### src/rtl/vga_timing_gen.sv
// 640x480@60 VGA raster timing: pixel/line counters, blanking, syncs, delayed
// syncs that line up with the mapper's registered RGB, and frame bookkeeping.
module vga_timing_gen #(
    parameter int unsigned H_VISIBLE  = 640,
    parameter int unsigned H_FRONT    = 16,
    parameter int unsigned H_SYNC     = 96,
    parameter int unsigned H_BACK     = 48,
    parameter int unsigned V_VISIBLE  = 480,
    parameter int unsigned V_FRONT    = 10,
    parameter int unsigned V_SYNC     = 2,
    parameter int unsigned V_BACK     = 33,
    parameter int unsigned SYNC_DELAY = 2
) (
    input  logic       vga_clk,
    input  logic       reset_n,
    output logic [9:0] DrawX,
    output logic [9:0] DrawY,
    output logic       blank,
    output logic       hs,
    output logic       vs,
    output logic       hs_d,
    output logic       vs_d,
    output logic       line_start,
    output logic       frame_start,
    output logic [7:0] frame_count
);

    localparam int unsigned CW      = 10;
    localparam int unsigned FW      = 8;
    localparam int unsigned H_TOTAL = H_VISIBLE + H_FRONT + H_SYNC + H_BACK;
    localparam int unsigned V_TOTAL = V_VISIBLE + V_FRONT + V_SYNC + V_BACK;

    localparam logic [CW-1:0] H_LAST   = CW'(H_TOTAL - 1);
    localparam logic [CW-1:0] V_LAST   = CW'(V_TOTAL - 1);
    localparam logic [CW-1:0] H_VIS    = CW'(H_VISIBLE);
    localparam logic [CW-1:0] V_VIS    = CW'(V_VISIBLE);
    localparam logic [CW-1:0] HS_BEGIN = CW'(H_VISIBLE + H_FRONT);
    localparam logic [CW-1:0] HS_END   = CW'(H_VISIBLE + H_FRONT + H_SYNC);
    localparam logic [CW-1:0] VS_BEGIN = CW'(V_VISIBLE + V_FRONT);
    localparam logic [CW-1:0] VS_END   = CW'(V_VISIBLE + V_FRONT + V_SYNC);

    logic [CW-1:0] x_q, x_d;
    logic [CW-1:0] y_q, y_d;
    logic          blank_q, blank_d;
    logic          hsync_q, hsync_d;
    logic          vsync_q, vsync_d;
    logic          line_start_q, line_start_d;
    logic          frame_start_q, frame_start_d;
    logic [FW-1:0] frame_count_q, frame_count_d;
    logic          first_frame_q, first_frame_d;
    logic          wrap_x;
    logic          wrap_frame;

    // Next raster position plus every flag decoded from it, so the registered
    // flags describe the same pixel as the registered counters.
    always_comb begin
        wrap_x     = (x_q == H_LAST);
        wrap_frame = wrap_x && (y_q == V_LAST);

        x_d = wrap_x ? '0 : x_q + CW'(1);
        y_d = y_q;
        if (wrap_x) begin
            y_d = (y_q == V_LAST) ? '0 : y_q + CW'(1);
        end

        blank_d       = (x_d < H_VIS) && (y_d < V_VIS);
        hsync_d       = !((x_d >= HS_BEGIN) && (x_d < HS_END));
        vsync_d       = !((y_d >= VS_BEGIN) && (y_d < VS_END));
        line_start_d  = (x_d == '0);
        frame_start_d = (x_d == '0) && (y_d == '0);

        // The wrap out of the reset position is not a completed frame.
        first_frame_d = first_frame_q;
        frame_count_d = frame_count_q;
        if (wrap_frame) begin
            if (first_frame_q) begin
                first_frame_d = 1'b0;
            end else begin
                frame_count_d = frame_count_q + FW'(1);
            end
        end
    end

    always_ff @(posedge vga_clk or negedge reset_n) begin
        if (!reset_n) begin
            x_q           <= H_LAST;
            y_q           <= V_LAST;
            blank_q       <= 1'b0;
            hsync_q       <= 1'b1;
            vsync_q       <= 1'b1;
            line_start_q  <= 1'b0;
            frame_start_q <= 1'b0;
            frame_count_q <= '0;
            first_frame_q <= 1'b1;
        end else begin
            x_q           <= x_d;
            y_q           <= y_d;
            blank_q       <= blank_d;
            hsync_q       <= hsync_d;
            vsync_q       <= vsync_d;
            line_start_q  <= line_start_d;
            frame_start_q <= frame_start_d;
            frame_count_q <= frame_count_d;
            first_frame_q <= first_frame_d;
        end
    end

    // Sync delay line matching the mapper's ROM read + RGB output register.
    if (SYNC_DELAY == 0) begin : g_no_delay
        assign hs_d = hsync_q;
        assign vs_d = vsync_q;
    end else begin : g_delay
        logic [SYNC_DELAY-1:0] hs_pipe_q, hs_pipe_d;
        logic [SYNC_DELAY-1:0] vs_pipe_q, vs_pipe_d;

        always_comb begin
            hs_pipe_d = SYNC_DELAY'({hs_pipe_q, hsync_q});
            vs_pipe_d = SYNC_DELAY'({vs_pipe_q, vsync_q});
        end

        always_ff @(posedge vga_clk or negedge reset_n) begin
            if (!reset_n) begin
                hs_pipe_q <= '1;
                vs_pipe_q <= '1;
            end else begin
                hs_pipe_q <= hs_pipe_d;
                vs_pipe_q <= vs_pipe_d;
            end
        end

        assign hs_d = hs_pipe_q[SYNC_DELAY-1];
        assign vs_d = vs_pipe_q[SYNC_DELAY-1];
    end

    assign DrawX       = x_q;
    assign DrawY       = y_q;
    assign blank       = blank_q;
    assign hs          = hsync_q;
    assign vs          = vsync_q;
    assign line_start  = line_start_q;
    assign frame_start = frame_start_q;
    assign frame_count = frame_count_q;

endmodule

### config.mk
export PLATFORM = sky130hd
export DESIGN_NAME = vga_timing_gen
export DESIGN_NICKNAME = d
export VERILOG_FILES = /design/src/rtl/vga_timing_gen.sv
export SDC_FILE = /design/constraint.sdc
export NUM_CORES = 1
export LEC_CHECK = 0
export BUFFER_PORTS_ARGS = -buffer_cell sky130_fd_sc_hd__buf_2
export CORE_AREA = 2 2 68 63
export DETAILED_ROUTE_END_ITERATION = 10
export DIE_AREA = 0 0 70 65
export PLACE_DENSITY = 0.86
export SLEW_MARGIN = 20
export SYNTH_ARGS = -nofsm -noshare
export SYNTH_HDL_FRONTEND = slang
export SYNTH_SLANG_ARGS = --single-unit
### constraint.sdc
create_clock -name vga_clk -period 6.6 [get_ports vga_clk]
set_input_delay 1.32 -clock vga_clk [delete_from_list [all_inputs] [get_ports vga_clk]]
set_output_delay 1.32 -clock vga_clk [all_outputs]
set_load 0.01 [all_outputs]
After elaboration in Yosys (flattened, before gate mapping)
Cells that the tools add are included.
- output and inout port bits: 35
- input bits: 2
- register bits after elaboration: 38
- add/sub/neg operators: 3
- magnitude comparators: 6
- equality and inequality tests: 2
- reduce and logical (&&, ||, !) cells: 10
- bitwise operators: 1
- multiplexer cells: 3
- operator list (operator ; count):
    10-bit 2-to-1 mux ; 3
    10-bit by 1-bit adder with 10-bit output, second input constant ; 2
    10-bit equality test, second input constant ; 2
    10-bit zero test ; 2
    10-bit less-than comparator, second input constant ; 2
    10-bit by 9-bit less-than comparator with 1-bit output, second input constant ; 2
    10-bit >= comparator, second input constant ; 1
    10-bit by 9-bit >= comparator with 1-bit output, second input constant ; 1
    8-bit by 1-bit adder with 8-bit output, second input constant ; 1
    1-bit logical AND ; 5
    1-bit zero test ; 2
    2-bit AND reduction ; 1
    1-bit inverter ; 1

Logic depth before layout (Yosys ltp)
- depth after elaboration: 6
- depth in mapped cells: 8

Least setup slack after synthesis
No wires, ideal clock.
- path type: reg2reg
- start: register x_q[0], in the netlist DrawX[0]
- end: register frame_start_q, in the netlist frame_start
- clock period less this slack: 2.377 ns
- arrival: 2.254 ns
- stages on the path, launching flop included: 8
- path buffers: 0
- library setup time: 0.123 ns
- slack: 4.223 ns
- cells stage by stage: dfstp_2 -> ha_1 -> and4_1 -> nand4_1 -> or4_1 -> a21boi_0 -> or2_1 -> nor4_2
- cells in the longest elaborated chain, start to end: 4
- elaborated cells on any way between the ends: 7
- classes of those cells: add/sub (1); eq/ne (1); mux (2); reduce/logical (3)
- RTL lines (what ; RTL line ; RTL):
    start: declaration ; 42 ; logic [CW-1:0] x_q, x_d;
    start signal: assignment ; 86 ; x_q <= H_LAST;
    start signal: assignment ; 96 ; x_q <= x_d;
    10-bit equality test ; 57 ; wrap_x = (x_q == H_LAST);
    10-bit 2-to-1 mux ; 62 ; if (wrap_x) begin
    net y_d[9] ; 43 ; logic [CW-1:0] y_q, y_d;
    10-bit zero test ; 70 ; frame_start_d = (x_d == '0) && (y_d == '0);
    1-bit logical AND ; 70 ;
    net frame_start_d ; 48 ; logic frame_start_q, frame_start_d;
    end signal: assignment ; 102 ; frame_start_q <= frame_start_d;
    end: declaration ; 48 ;
The timed path passes the listed nets, and every way through them passes these cells.
A chain may end at the register's enable or synchronous reset.

Worst setup path in the final report
- start: register x_q[0], in the netlist DrawX[0]
- end: register frame_start_q, in the netlist frame_start
- cells in the longest elaborated chain, start to end: 4
- elaborated cells on any way between the ends: 7
- classes of those cells: add/sub (1); eq/ne (1); mux (2); reduce/logical (3)
- RTL lines (what ; RTL line ; RTL):
    10-bit by 1-bit adder with 10-bit output or 10-bit equality test (tied branches) ; 60, 57 ;
    10-bit 2-to-1 mux (*) ; 60 ; x_d = wrap_x ? '0 : x_q + CW'(1);
    net x_d[9] ; 42 ;
    10-bit zero test (*) ; 70 ;
    1-bit logical AND (*) ; 70 ;
    net frame_start_d ; 48 ;
The timed path passes the listed nets; every way through them passes the cells marked *.

==> flow_metrics.tcl <==
set metrics [dict create \
    cts_resized 0 \
    syn_avg_cell_area_um2 10.6 \
    diodes 0 \
    syn_area_um2 2030 \
    clock_path_buffers 2 \
    overflow 0 \
    worstReg2RegEnd "frame_start" \
    die_w_um 70 \
    critPathMaxFanout 12 \
    setup_viol 0 \
    grt.total_usage_pct 19.9 \
    finalWeightedCongestion 0.938 \
    arrival_ns 2.92 \
    drt-initial-drc-count 77 \
    grt_max_degree 39 \
    numCtsBuffers 5 \
    yosys.area.top_type_share_pct 25.8 \
    drv_slew 0 \
    drt_pass1_iterations 4 \
    r2r_setup_slack_ns 3.87 \
    skew_ns 0.00854 \
    fmax_mhz 366 \
    crit_end "frame_start" \
    clock-sinks 38 \
    switchingPower_mw 0.0841 \
    worstReg2RegStart "DrawX[0]" \
    async_reset_ff_share_pct 100 \
    setup_tns_ns 0 \
    p_comb_share_pct 1.1 \
    dp.cells 266 \
    cts_tree "done" \
    nNetsFinal 231 \
    reg2regPathDepth 7 \
    min_period_ns 2.73 \
    drc 0 \
    syn_inst 192 \
    cts_root_buffer "clkbuf_8" \
    swShare_pct 21.5 \
    area_growth_syn_to_layout_pct 12.9 \
    avgRoutedWirePerCell_um 15.1 \
    core_area_um2 3910 \
    fin_total_pwr_mw 0.391 \
    maxCapViolations 0 \
    start_util_pct 52.0 \
    wl_um 4140 \
    dp_hpwl_um 2930 \
    hold_viol_final 0 \
    path_clk_slew_ns 0.07 \
    min_period_over_period_pct 41.4 \
    ys_seq_area_share_pct 47.8 \
    dieArea_um2 4550 \
    final_common_cell "buf_2" \
    worstSetupStartpoint "DrawX[0]" \
    port_buffers 36 \
    crit_path_end_kind "flop" \
    worstMarginPinSlew_ns 0.815 \
    vias 1608 \
    power.leakage_nw 1.04 \
    postCtsHoldBufs 0 \
    syn-num-nets 198 \
    p_clk_share_pct 39.2 \
    grt_pass1_vias 1450 \
    htreeDepth 2 \
    worstHoldPathType "reg2reg" \
    rsz0062_at_grt "false" \
    yosysWarnings 0 \
    synth-seq-cells 38 \
    rows 22 \
    die_h_um 65 \
    cp-start-kind "flop" \
    synthDistinctLibCells 51 \
    status "complete, no violations" \
    fin_cells 274 \
    io_pins 37 \
    drive_above_1_share_pct 32.3 \
    ant_nets 0 \
    insertion_delay_ns 0.29 \
    synth_ff_type "dfrtp_1" \
    max-vdd-ir-drop_mv 0.0875 \
    viasPerCell 5.87 \
    grt_pass1_wl_um 7130 \
    pwr-share-seq_pct 59.7 \
    criticalPathCategory "reg2reg" \
    p_int_mw 0.307 \
    power_density_nw_per_um2 170 \
    postCtsSetupRepairBufs 0 \
    crit_required_ns 6.79 \
    slew_headroom_pct 45.7 \
    ys_top_cells_by_area "dfrtp_1, dfstp_2, xnor2_1" \
    synth_edf_count 0 \
    antenna_found_initial 0 \
    final_cell_mix "buf_2, dfrtp_1, dfstp_2" \
    yosysTopAreaCell "dfrtp_1" \
]
-- critical path: stages, from the launching register on --
cell	delay (ns)
dfstp_2	0.57
ha_1	0.28
nand4_1	0.22
nor3_4	0.49
o21ai_0	0.17
a22o_1	0.25
or3_1	0.42
nor4_2	0.25
-- layer usage --
metal | up-vias | GRT usage (%) | part of all wire (%) | wire length (um)
met2 | 72 | 30.8 | 45 | 1860
met5 | - | 0 | 0 | 0
met4 | 0 | 5.29 | 0.48 | 20
li1 | 766 | - | - | -
met1 | 768 | 28.6 | 48 | 1980
met3 | 2 | 3.89 | 6.8 | 282
-- stage by stage --
step | hold slack (ns) | util (%) | cell area [um^2] | setup WS (ns)
floorplan | 0.345 | - | 2030 | 4.22
global placement | 0.346 | 56.6 | 2210 | 4.00
detailed placement | 0.347 | 56.6 | 2210 | 3.89
CTS | 0.357 | 58.7 | 2300 | 3.86
global route | 0.364 | 58.7 | 2300 | 3.69
finish | 0.357 | 58.7 | 2300 | 3.87
-- cell families after synthesis --
| group | share of synthesized area (%) |
|---|---|
| adder cells (fa/ha/maj) | 2.46 |
| XOR/XNOR | 8.18 |
| buffers and inverters | 4.43 |
| AO/OA/AOI/OAI | 9.85 |
| flip-flops | 47.8 |
| multiplexers | 2.15 |
| AND/OR/NAND/NOR | 25.1 |
-- Yosys cell counts, types with 3 or more instances --
master	number
and2_1	3
buf_2	3
clkbuf_1	4
dfrtp_1	21
dfstp_2	17
ha_1	4
inv_1	8
mux2_2	3
nand2_1	12
nand3_1	8
nand4_1	11
nor2_1	13
nor3_1	8
o21ai_0	11
xnor2_1	11
xor2_1	8
-- power groups by stage --
| stage | clock network (mW) | registers (mW) | logic (mW) |
|---|---|---|---|
| finish | 0.153 | 0.233 | 0.00442 |
| global route | 0.168 | 0.233 | 0.00544 |
| CTS | 0.160 | 0.233 | 0.00480 |
| detailed placement | 0 | 0.237 | 0.00478 |
| global placement | 0 | 0.237 | 0.00467 |
| floorplan | 0 | 0.237 | 0.000000404 |
-- worst min path at each step --
stage / from / to / slack, ns / cells after the start
after global routing: g_delay.vs_pipe_q[0] / g_delay.vs_pipe_q[1] / 0.36 / 0
after floorplan: g_delay.hs_pipe_q[0] / g_delay.hs_pipe_q[1] / 0.35 / 0
after global placement: g_delay.vs_pipe_q[0] / g_delay.vs_pipe_q[1] / 0.35 / 0
after detailed placement: g_delay.hs_pipe_q[0] / g_delay.hs_pipe_q[1] / 0.35 / 0
after CTS: g_delay.hs_pipe_q[0] / g_delay.hs_pipe_q[1] / 0.36 / 0
final: g_delay.hs_pipe_q[0] / g_delay.hs_pipe_q[1] / 0.36 / 0
-- sequential cells by signal, summed over array words and instances, names as in the netlist, 2 cells and up --
register and count:
frame_count 8, g_delay.hs_pipe_q 2, DrawX 10, g_delay.vs_pipe_q 2
DrawY 10
-- cell type report --
| cell class | instances | area (um^2) |
|---|---|---|
| sequential | 38 | 972 |
| clock buffer | 6 | 72.6 |
| multi-input combinational | 136 | 971 |
| tap | 48 | 60.1 |
| inverter | 8 | 30.0 |
| clock inverter | 2 | 10.0 |
| fill | 331 | 1610 |
| timing repair buffer | 36 | 180 |
Power figures use the tool's default switching activity.
